===== config.mk =====
export PLATFORM = sky130hd
export DESIGN_NAME = grf_write_queue
export DESIGN_NICKNAME = d
export VERILOG_FILES = /design/src/rtl/grf_write_queue.sv
export SDC_FILE = /design/constraint.sdc
export NUM_CORES = 1
export LEC_CHECK = 0
export CORE_ASPECT_RATIO = 0.75
export CORE_MARGIN = 2
export CORE_UTILIZATION = 56
export CTS_CLUSTER_DIAMETER = 150
export DETAILED_ROUTE_END_ITERATION = 10
export PLACE_DENSITY = 0.81
export SYNTH_ARGS = -nofsm -noshare
export SYNTH_HDL_FRONTEND = slang
export SYNTH_SLANG_ARGS = --single-unit

===== constraint.sdc =====
create_clock -name clk -period 4.4 [get_ports clk]
set_input_delay 0.88 -clock clk [delete_from_list [all_inputs] [get_ports clk]]
set_output_delay 0.88 -clock clk [all_outputs]
set_load 0.03 [all_outputs]

===== src/rtl/grf_write_queue.sv =====
// Register-file writeback queue: buffers writebacks in a circular FIFO, drains one per
// cycle when the write port is free, and forwards the youngest pending data to readers.
`timescale 1ns/1ps

module grf_write_queue #(
    parameter int DEPTH = 4
) (
    input  logic                     clk,
    input  logic                     reset,
    input  logic                     in_valid,
    output logic                     in_ready,
    input  logic [4:0]               in_a3,
    input  logic [31:0]              in_wd,
    input  logic [31:0]              in_pc,
    input  logic                     wb_en,
    output logic                     regWrite,
    output logic [4:0]               A3,
    output logic [31:0]              WD,
    output logic [31:0]              wpc,
    input  logic [4:0]               ra1,
    input  logic [4:0]               ra2,
    output logic                     hit1,
    output logic                     hit2,
    output logic [31:0]              fwd1,
    output logic [31:0]              fwd2,
    output logic [$clog2(DEPTH):0]   count
);

    localparam int PTR_W = $clog2(DEPTH);
    localparam int CNT_W = PTR_W + 1;
    localparam logic [CNT_W-1:0] FULL = CNT_W'(DEPTH);

    typedef struct packed {
        logic [4:0]  a3;
        logic [31:0] wd;
        logic [31:0] pc;
    } entry_t;

    entry_t           mem [DEPTH];
    logic [PTR_W-1:0] head;
    logic [PTR_W-1:0] tail;
    logic             pop;
    logic             accept;
    logic             push;

    assign pop      = (count != '0) && wb_en;
    assign in_ready = (count < FULL) || pop;
    assign accept   = in_valid && in_ready;
    // A write to r0 is architecturally a no-op, so it is consumed without occupying a slot.
    assign push     = accept && (in_a3 != 5'd0);

    assign regWrite = pop;
    assign A3       = (count != '0) ? mem[head].a3 : 5'd0;
    assign WD       = (count != '0) ? mem[head].wd : 32'd0;
    assign wpc      = (count != '0) ? mem[head].pc : 32'd0;

    // NOTE: sequential state uses non-blocking assignments so every register samples
    // the pre-edge values, independent of statement order.
    always_ff @(posedge clk) begin
        if (reset) begin
            head  <= '0;
            tail  <= '0;
            count <= '0;
        end else begin
            if (push) tail <= tail + PTR_W'(1);
            if (pop)  head <= head + PTR_W'(1);
            count <= count + CNT_W'(push) - CNT_W'(pop);
        end
    end

    // NOTE: the entry storage is deliberately not reset; validity is defined solely by
    // head/count, so stale contents are never observable.
    always_ff @(posedge clk) begin
        if (push) mem[tail] <= '{a3: in_a3, wd: in_wd, pc: in_pc};
    end

    // Scan oldest to youngest so a later match overrides an earlier one.
    always_comb begin
        hit1 = 1'b0;
        fwd1 = 32'd0;
        hit2 = 1'b0;
        fwd2 = 32'd0;
        for (int i = 0; i < DEPTH; i++) begin : scan
            logic [PTR_W-1:0] idx;
            idx = head + PTR_W'(i);
            if (CNT_W'(i) < count) begin
                if ((ra1 != 5'd0) && (mem[idx].a3 == ra1)) begin
                    hit1 = 1'b1;
                    fwd1 = mem[idx].wd;
                end
                if ((ra2 != 5'd0) && (mem[idx].a3 == ra2)) begin
                    hit2 = 1'b1;
                    fwd2 = mem[idx].wd;
                end
            end
        end
    end

endmodule


== Yosys cells after proc, flatten, opt, wreduce, memory -nomap -nowiden ==
Memories as Yosys holds them, arrays and structs flattened. A register that Yosys moved wholly into a read port is not among the register bits.
Cells that the tools add are included.
Word-level totals
  bits in registers: 7
  bits in writable memories: 276
  memories kept: 1
Memories
  mem: depth 4, width 69, read ports 4, clocked after Yosys merged registers in 1, wr ports 1, line 39  | entry_t mem [DEPTH];
Operators by class
  $add $sub $neg: 6
  magnitude comparators: 5
  eq/ne operators: 8
  muxes and demuxes: 39
  reduce and logical (&&, ||, !) cells: 16
Operator list (count)
  32-bit two-way mux: 18
  5-bit == test: 8
  1-bit two-way mux: 18
  5-bit nonzero test: 3
  1-bit logical AND: 11
  1-bit by 3-bit less-than comparator with 1-bit output, first input constant: 2
  2-bit by 3-bit less-than comparator with 1-bit output, first input constant: 2
  5-bit two-way mux: 1
  2-bit by 1-bit adder with 2-bit output, second input constant: 2
  2-bit adder, second input constant: 2
  2-bit two-way mux: 2
  3-bit by 1-bit adder with 3-bit output: 1
  3-bit less-than comparator, second input constant: 1
  3-bit nonzero test: 1
  3-bit by 1-bit subtractor with 3-bit output: 1
  1-bit logical OR: 1

== Logic depth before layout (Yosys ltp) ==
Gate-level depths: netlist (run 1).
  word-level depth: 10
  depth in mapped cells: 11
  depth with buffers taken out: 11

== Worst setup path after synthesis (run 1) ==
OpenSTA, ideal clock, no wires.
  kind: input to output
  from: in ra1[0]
  to: out fwd1[22]
  data arrival time: 3.142 ns
  required time: 3.520 ns
  slack: 0.378 ns
  stages on the path: 9
  path buffers: 3
  cell sequence: clkbuf_1 -> nor3_1 -> a211oi_1 -> o22ai_1 -> or2_1 -> clkbuf_1 -> buf_2 -> a31oi_1 -> a211oi_1
Between the ends
  longest elaborated chain between the ends: 10
  elaborated cells on any way between the ends: 17
  classes of those cells: 4 x eq/ne; 8 x mux; 5 x reduce/logical
Ends and longest elaborated chain
  start: declaration: line 20  | input logic [4:0] ra1,
  5-bit == test or 5-bit nonzero test (tied branches): line 87  | if ((ra1 != 5'd0) && (mem[idx].a3 == ra1)) begin
  1-bit logical AND: line 87
  32-bit two-way mux: line 87
  32-bit two-way mux: line 86  | if (CNT_W'(i) < count) begin
  32-bit two-way mux: line 87
  32-bit two-way mux: line 86
  32-bit two-way mux: line 87
  32-bit two-way mux: line 86
  32-bit two-way mux: line 87
  32-bit two-way mux (*): line 86
  end: declaration: line 24  | output logic [31:0] fwd1,
Mark *: on every way between the ends. The rest lies on a longest branch, timed or not.

== Worst setup path in the final report (run 1) ==
  from: reg head[1]
  to: out fwd2[11]
Between the ends
  longest elaborated chain between the ends: 10
  elaborated cells on any way between the ends: 16
  classes of those cells: 3 x add/sub; 3 x eq/ne; 6 x mux; 3 x reduce/logical; 1 x memory
Ends and longest elaborated chain
  start: declaration: line 40  | logic [PTR_W-1:0] head;
  start signal: assignment: line 66  | if (pop) head <= head + PTR_W'(1);
  2-bit by 1-bit adder with 2-bit output: line 85  | idx = head + PTR_W'(i);
  memory read 4 x 69 bit (*)
  5-bit == test: line 91  | if ((ra2 != 5'd0) && (mem[idx].a3 == ra2)) begin
  1-bit logical AND: line 91
  32-bit two-way mux: line 91
  32-bit two-way mux: line 86
  32-bit two-way mux: line 91
  32-bit two-way mux: line 86
  32-bit two-way mux: line 91
  32-bit two-way mux (*): line 86
  end: declaration: line 25  | output logic [31:0] fwd2,
Marks and branches as above.

==> results.ini, run 1 <==
[route]
drt-total-wl_mm = 46.3
drc_errors = 0
viasPerCell = 6.56
drtAntennaViolNets = 0
vias = 12425
dr.pass1.iters = 6
wl_per_cell_um = 24.4
first_iter_violations = 1505

[worst_setup_path]
cp_slowest_cell = nor2_2
cp_top_family = simple AND/OR/NAND/NOR gates
path_cells = mux4_2 -> xnor2_1 -> nand4_1 -> nor2_2 -> o2bb2ai_1 -> buf_4
startpoint_type = flop
cp_data_arrival_time_ps = 3480
path_class = flop to output pin
worstSetupEndpointType = output pin
cp_max_fo = 16
crit_required_ps = 3520
crit_buf_inv = 1
critPathMaxStageDelay_ps = 990

[sta]
relSlewSlack = 0.217
slew_viol_final = 0
hold_viol = 0
setup_viol = 0
fin_crit_sh = 0.991
fin_crit_ps = 4360
skew_ps = 16.7
fin_hold_ws_ps = 565
worst-slew-pin-transition_ps = 1170
fmax_mhz = 229
fin_setup_tns_ps = 0

[floorplan]
ios = 223
num_rows = 53
dieArea_um2 = 30200
die_x_um = 200
start_util = 0.573
die_y_um = 151
core_um2 = 28200

[global_routing]
grt_most_used_layer = met2
overflow = 0
first_global_vias = 12421
use_met2 = 0.466
gr-usage-met1 = 0.422
antenna_found_initial = 3
grt_use_total = 0.300
grt_max_degree = 68
use_met3 = 0.0650
grt_pass1_wl_mm = 70.2

[synthesis]
ys_seq_area_frac = 0.524
ys_top_cells_by_area = edfxtp_1 51%, mux4_2 12%, mux2_2 4.3%
yosys_warnings = 0
synth_common_cells = 276 x edfxtp_1, 107 x nor2_1, 87 x mux4_2, 76 x clkbuf_1, 69 x nand2_1
ys.flop_type = edfxtp_1
yosys.cell_count.top_type = edfxtp_1
async_reset_ff_frac = 0
avgSynthCellArea_um2 = 12.6
synth_top_area_cell = edfxtp_1
synthCells = 1282
synth-edff-count = 276
ys_ff_latch = 285
netlist_area_um2 = 16200
synth_top_area_share = 0.513
yosysUniqueCellTypes = 44
synth_fp_nets = 1374

[cells_and_area]
nNetsFinal = 1580
syn_to_final_growth_pct = 24.1
final_cell_area_um2 = 20100
drive_above_1_share = 0.243

[clock_network]
clockBufferDepth = 3
ctsHoldBuffers = 0
htreeDepth = 1
cts_root_buf = clkbuf_16
clock_latency_ps = 560
clkTransAtPathRegs_ps = 60
cts.sinks = 285
cts_tree = yes
cts_made_buffers = 28

[power]
peakVddDrop_mv = 0.408
clkPwrFrac = 0.213
combPwrFrac = 0.490
p_leak_uw = 0.00667
sw_frac_of_total = 0.393
power.internal_uw = 6880
power_density_nw_per_um2 = 566
power_frac_seq = 0.297
p_switching_uw = 4460

[status]
status = finished clean

[placement]
hpwl_mm = 29.6
finalWeightedCongestion = 0.917
port_buffers = 222
placed_cell_area_um2 = 18900

[worst_hold_path]
hp-class = flop to flop

[job]
cap_violations = 0

-- registers in the layout, indices dropped and copies added, names as in the netlist, named ones only --
signal / flops
count: 3
tail: 2
mem: 276
head: 2
-- power groups by stage --
stage	logic (uW)	clock network (uW)	registers (uW)
finish	5560	2410	3370
detailed placement	5380	0	3450
global route	5870	2540	3400
global placement	5320	0	3440
CTS	5440	2440	3390
floorplan	3530	0	3380
-- worst register-to-register path, cell delays in order, from the launching register on --
cell,delay [ps]
dfxtp_1,570
nor3_2,120
buf_12,240
nor2b_1,460
ha_1,320
inv_1,50
ha_1,130
inv_1,50
fa_1,400
xnor2_1,160
nor2_1,50
-- layout by cell type, fill, tap and decap left out, drive strengths merged, types with 28 or more instances in the layout --
| cell type | netlist | routed |
|---|---|---|
| clkbuf | 76 | 31 |
| o2bb2ai | 31 | 31 |
| a211oi | 33 | 33 |
| a31oi | 31 | 31 |
| mux4 | 87 | 87 |
| edfxtp | 276 | 276 |
| nor2 | 107 | 108 |
| inv | 39 | 40 |
| buf | 43 | 138 |
| clkdlybuf4s50 | 0 | 156 |
| nand2 | 69 | 69 |
| nor3 | 68 | 68 |
| o21ai | 95 | 95 |
| xnor2 | 28 | 28 |
| mux2 | 62 | 62 |
| o221a | 31 | 31 |
| a21oi | 34 | 34 |
| nor2b | 40 | 40 |
| mux2i | 64 | 64 |
-- final timing paths --
path              slack (ps)  cells after the start      from        to
hold / removal           560                      2   tail[1]   tail[1]
hold reg to reg          560                      2   tail[1]   tail[1]
setup / recovery          40                      6   head[1]  fwd2[11]
setup reg to reg        1720                     10  count[2]  count[2]
-- per-stage QoR --
step | total power, uW | setup WS (ps) | util | std cells
6_report | 11300 | 39.9 | 0.711 | 1894
5_1_grt | 11800 | -0.0642 | 0.711 | 1894
4_1_cts | 11300 | 12.1 | 0.707 | 1888
3_5_place_dp | 8840 | 11.4 | 0.672 | 1833
3_3_place_gp | 8760 | -18.3 | 0.672 | 1833
2_1_floorplan | 6900 | 378 | - | 1282
-- cells by family after synthesis --
family	Yosys count	synth area share
and+or+nand+nor	315	0.0906
buffers and inverters	159	0.0429
xor gates and xnor gates	40	0.0217
adders and majority gates	9	0.00743
AOI/OAI and AO/OA	261	0.109
muxes	213	0.204
DFF	285	0.524
-- routing by layer --
layer,share of wire,wire length (um),vias up
met5,0.00058,27,-
met2,0.45,21000,828
li1,-,-,5358
met4,0.033,1510,4
met3,0.11,5050,138
met1,0.40,18600,6097
-- what timing repair did --
| action | 4_1_cts | 5_1_grt |
|---|---|---|
| gates cloned | 0 | 1 |
| hold endpoints to repair | 0 | 0 |
| resized for setup | 6 | 14 |
| setup endpoints to repair | 43 | 38 |
| buffers inserted | 5 | 4 |
| pin swaps | 0 | 4 |
-- area by class of cell --
type	count	area (um^2)
Clock inverter	19	211
Fill cell	1917	8130
Sequential cell	285	8480
Tap cell	385	482
Multi-Input combinational cell	839	7150
Inverter	40	150
Timing Repair Buffer	294	2860
Antenna cell	1	2.50
Clock buffer	31	712
(Power assumes the default switching activity.)
==> inputs of run 2 (changes only) <==
- CORE_UTILIZATION: 56 -> 52
- CTS_BUF_LIST: default -> sky130_fd_sc_hd__clkbuf_2
- PLACE_DENSITY: 0.81 -> 0.79
- clock period: 4.4 -> 4 ns (I/O delays scaled with it)
==> results.ini, run 2 (same netlist as run 1, synthesis figures left out) <==
[status]
status = finished with violations
violations = setup timing

[cells_and_area]
multi_input_area_um2 = 8270
drive_above_1_share = 0.401
syn_to_final_growth_pct = 39.2
final_cell_area_um2 = 22500
register_area_um2 = 8480
layout_common_cells = 276 x edfxtp_1, 129 x clkdlybuf4s50_1, 107 x clkbuf_2
fin_util = 0.741
final_common_cell = edfxtp_1
largest_register_ffs = 276
nNetsFinal = 1691
largest-register = mem
largestRegisters = mem x276, count x3
nFillCells = 1836

[floorplan]
num_rows = 55
core_um2 = 30300
ios = 223
die_x_um = 208
die_y_um = 157
start_util = 0.532
dieArea_um2 = 32500

[clock_network]
cts_tree = yes
clkTransAtPathRegs_ps = 100
clock_latency_ps = 920
ctsHoldBuffers = 0
clockBufferDepth = 3
cts_made_buffers = 74
cts.sinks = 285
htreeDepth = 3
cts_root_buf = clkbuf_2

[global_routing]
antenna_found_initial = 6
overflow = 0
first_global_vias = 13645
grt_max_degree = 69
grt_use_total = 0.322
grt_pass1_wl_mm = 79.6

[route]
wl_per_cell_um = 27.1
vias = 13687
dr.pass1.iters = 9
drt-total-wl_mm = 55.8
first_iter_violations = 1742
drc_errors = 0
viasPerCell = 6.64
drtAntennaViolNets = 0

[placement]
port_buffers = 222
hpwl_mm = 29.2
finalWeightedCongestion = 0.906
dp_worst_setup_slack_ps = 13.1
placed_cell_area_um2 = 19100

[power]
sw_frac_of_total = 0.434
p_leak_uw = 0.00807
power_frac_seq = 0.294
power_density_nw_per_um2 = 560
combPwrFrac = 0.552
power_uw = 12600
peakVddDrop_mv = 0.536
p_switching_uw = 5470
clkPwrFrac = 0.155
power.internal_uw = 7130

[sta]
fmax_mhz = 223
fin_crit_ps = 4480
worst-slew-pin-transition_ps = 839
relSlewSlack = 0.441
setup_viol = 66
layout_setup_ws_ps = -483
hold_viol = 0
skew_ps = 57.3
rsz0062_at_grt = yes
fin_hold_ws_ps = 526
slew_viol_final = 0
fin_crit_sh = 1.12

[worst_setup_path]
cp_max_fo = 7
startpoint_type = flop
cp_data_arrival_time_ps = 3680
path_class = flop to output pin
crit_required_ps = 3200
worstSetupEndpointType = output pin

[worst_hold_path]
hp-class = input pin to flop

[job]
cap_violations = 0

-- run 2: cell types whose count changed in the layout (fill, tap and decap cells not counted), sizes merged --
cell / previous run / this run
bufbuf: 0 / 4
bufinv: 4 / 0
buf: 138 / 192
clkdlybuf4s50: 156 / 129
clkbuf: 31 / 115
dlymetal6s2s: 0 / 24
clkinv: 12 / 22
nor2: 108 / 107
diode: 1 / 5
inv: 40 / 45
dlygate4sd2: 0 / 3
clkinvlp: 3 / 1
-- run 2: worst paths after layout --
| check | to | cells past startpoint | slack (ps) | start |
|---|---|---|---|---|
| max | fwd1[16] | 10 | -480 | head[1] |
| min | mem[3][46] | 1 | 530 | in_wd[14] |
| max reg2reg | count[2] | 10 | 1420 | count[2] |
| min reg2reg | tail[1] | 2 | 580 | tail[1] |
-- run 2: metrics by stage --
step,TNS [ps],std cells
3_5_place_dp,0,1851
3_3_place_gp,0,1851
6_report,-24290,2062
5_1_grt,-34580,2059
4_1_cts,-24770,2036
2_1_floorplan,0,1282
-- run 2: power by group through the flow --
| stage | Sequential (uW) | Combinational (uW) | Clock [uW] |
|---|---|---|---|
| final | 3700 | 6960 | 1950 |
| after global routing | 3720 | 7280 | 2130 |
| after CTS | 3690 | 6480 | 1970 |
| after detailed placement | 3800 | 5910 | 0 |
| after global placement | 3780 | 5840 | 0 |
| after floorplan | 3710 | 3880 | 0 |
-- run 2: layout make-up --
type,instances,share of cell area
flip-flops and latches,285,0.377
multi-input cells,838,0.368
repair buffers,360,0.196
clock buffers,107,0.0238
well taps,399,0.0222
inverters,40,0.00668
clock inverters,28,0.00545
diodes,5,0.000556
-- run 2: worst max-delay path, stage by stage (launching register included) --
cell and delay [ps]:
dfxtp_4 420, buf_4 140, mux4_2 540, xor2_1 190, nor4_2 350, and2_4 290
nor2_4 120, buf_12 150, clkbuf_16 160, a211oi_2 230, buf_4 210
-- run 2: repair_timing --
action,CTS,global route
gates resized for setup,225,140
gates cloned,17,7
endpoints found under the hold margin,0,0
endpoints found under the setup margin,119,104
pin swaps,76,35
setup buffers,33,18
-- run 2: layer usage --
metal	vias to the layer above	part of all wire	GRT usage	wire (um)
met3	311	0.14	0.113	8010
met4	2	0.050	0.142	2790
met1	6600	0.36	0.416	20100
met5	-	0.00023	0	13
met2	1118	0.45	0.494	24900
li1	5656	-	-	-
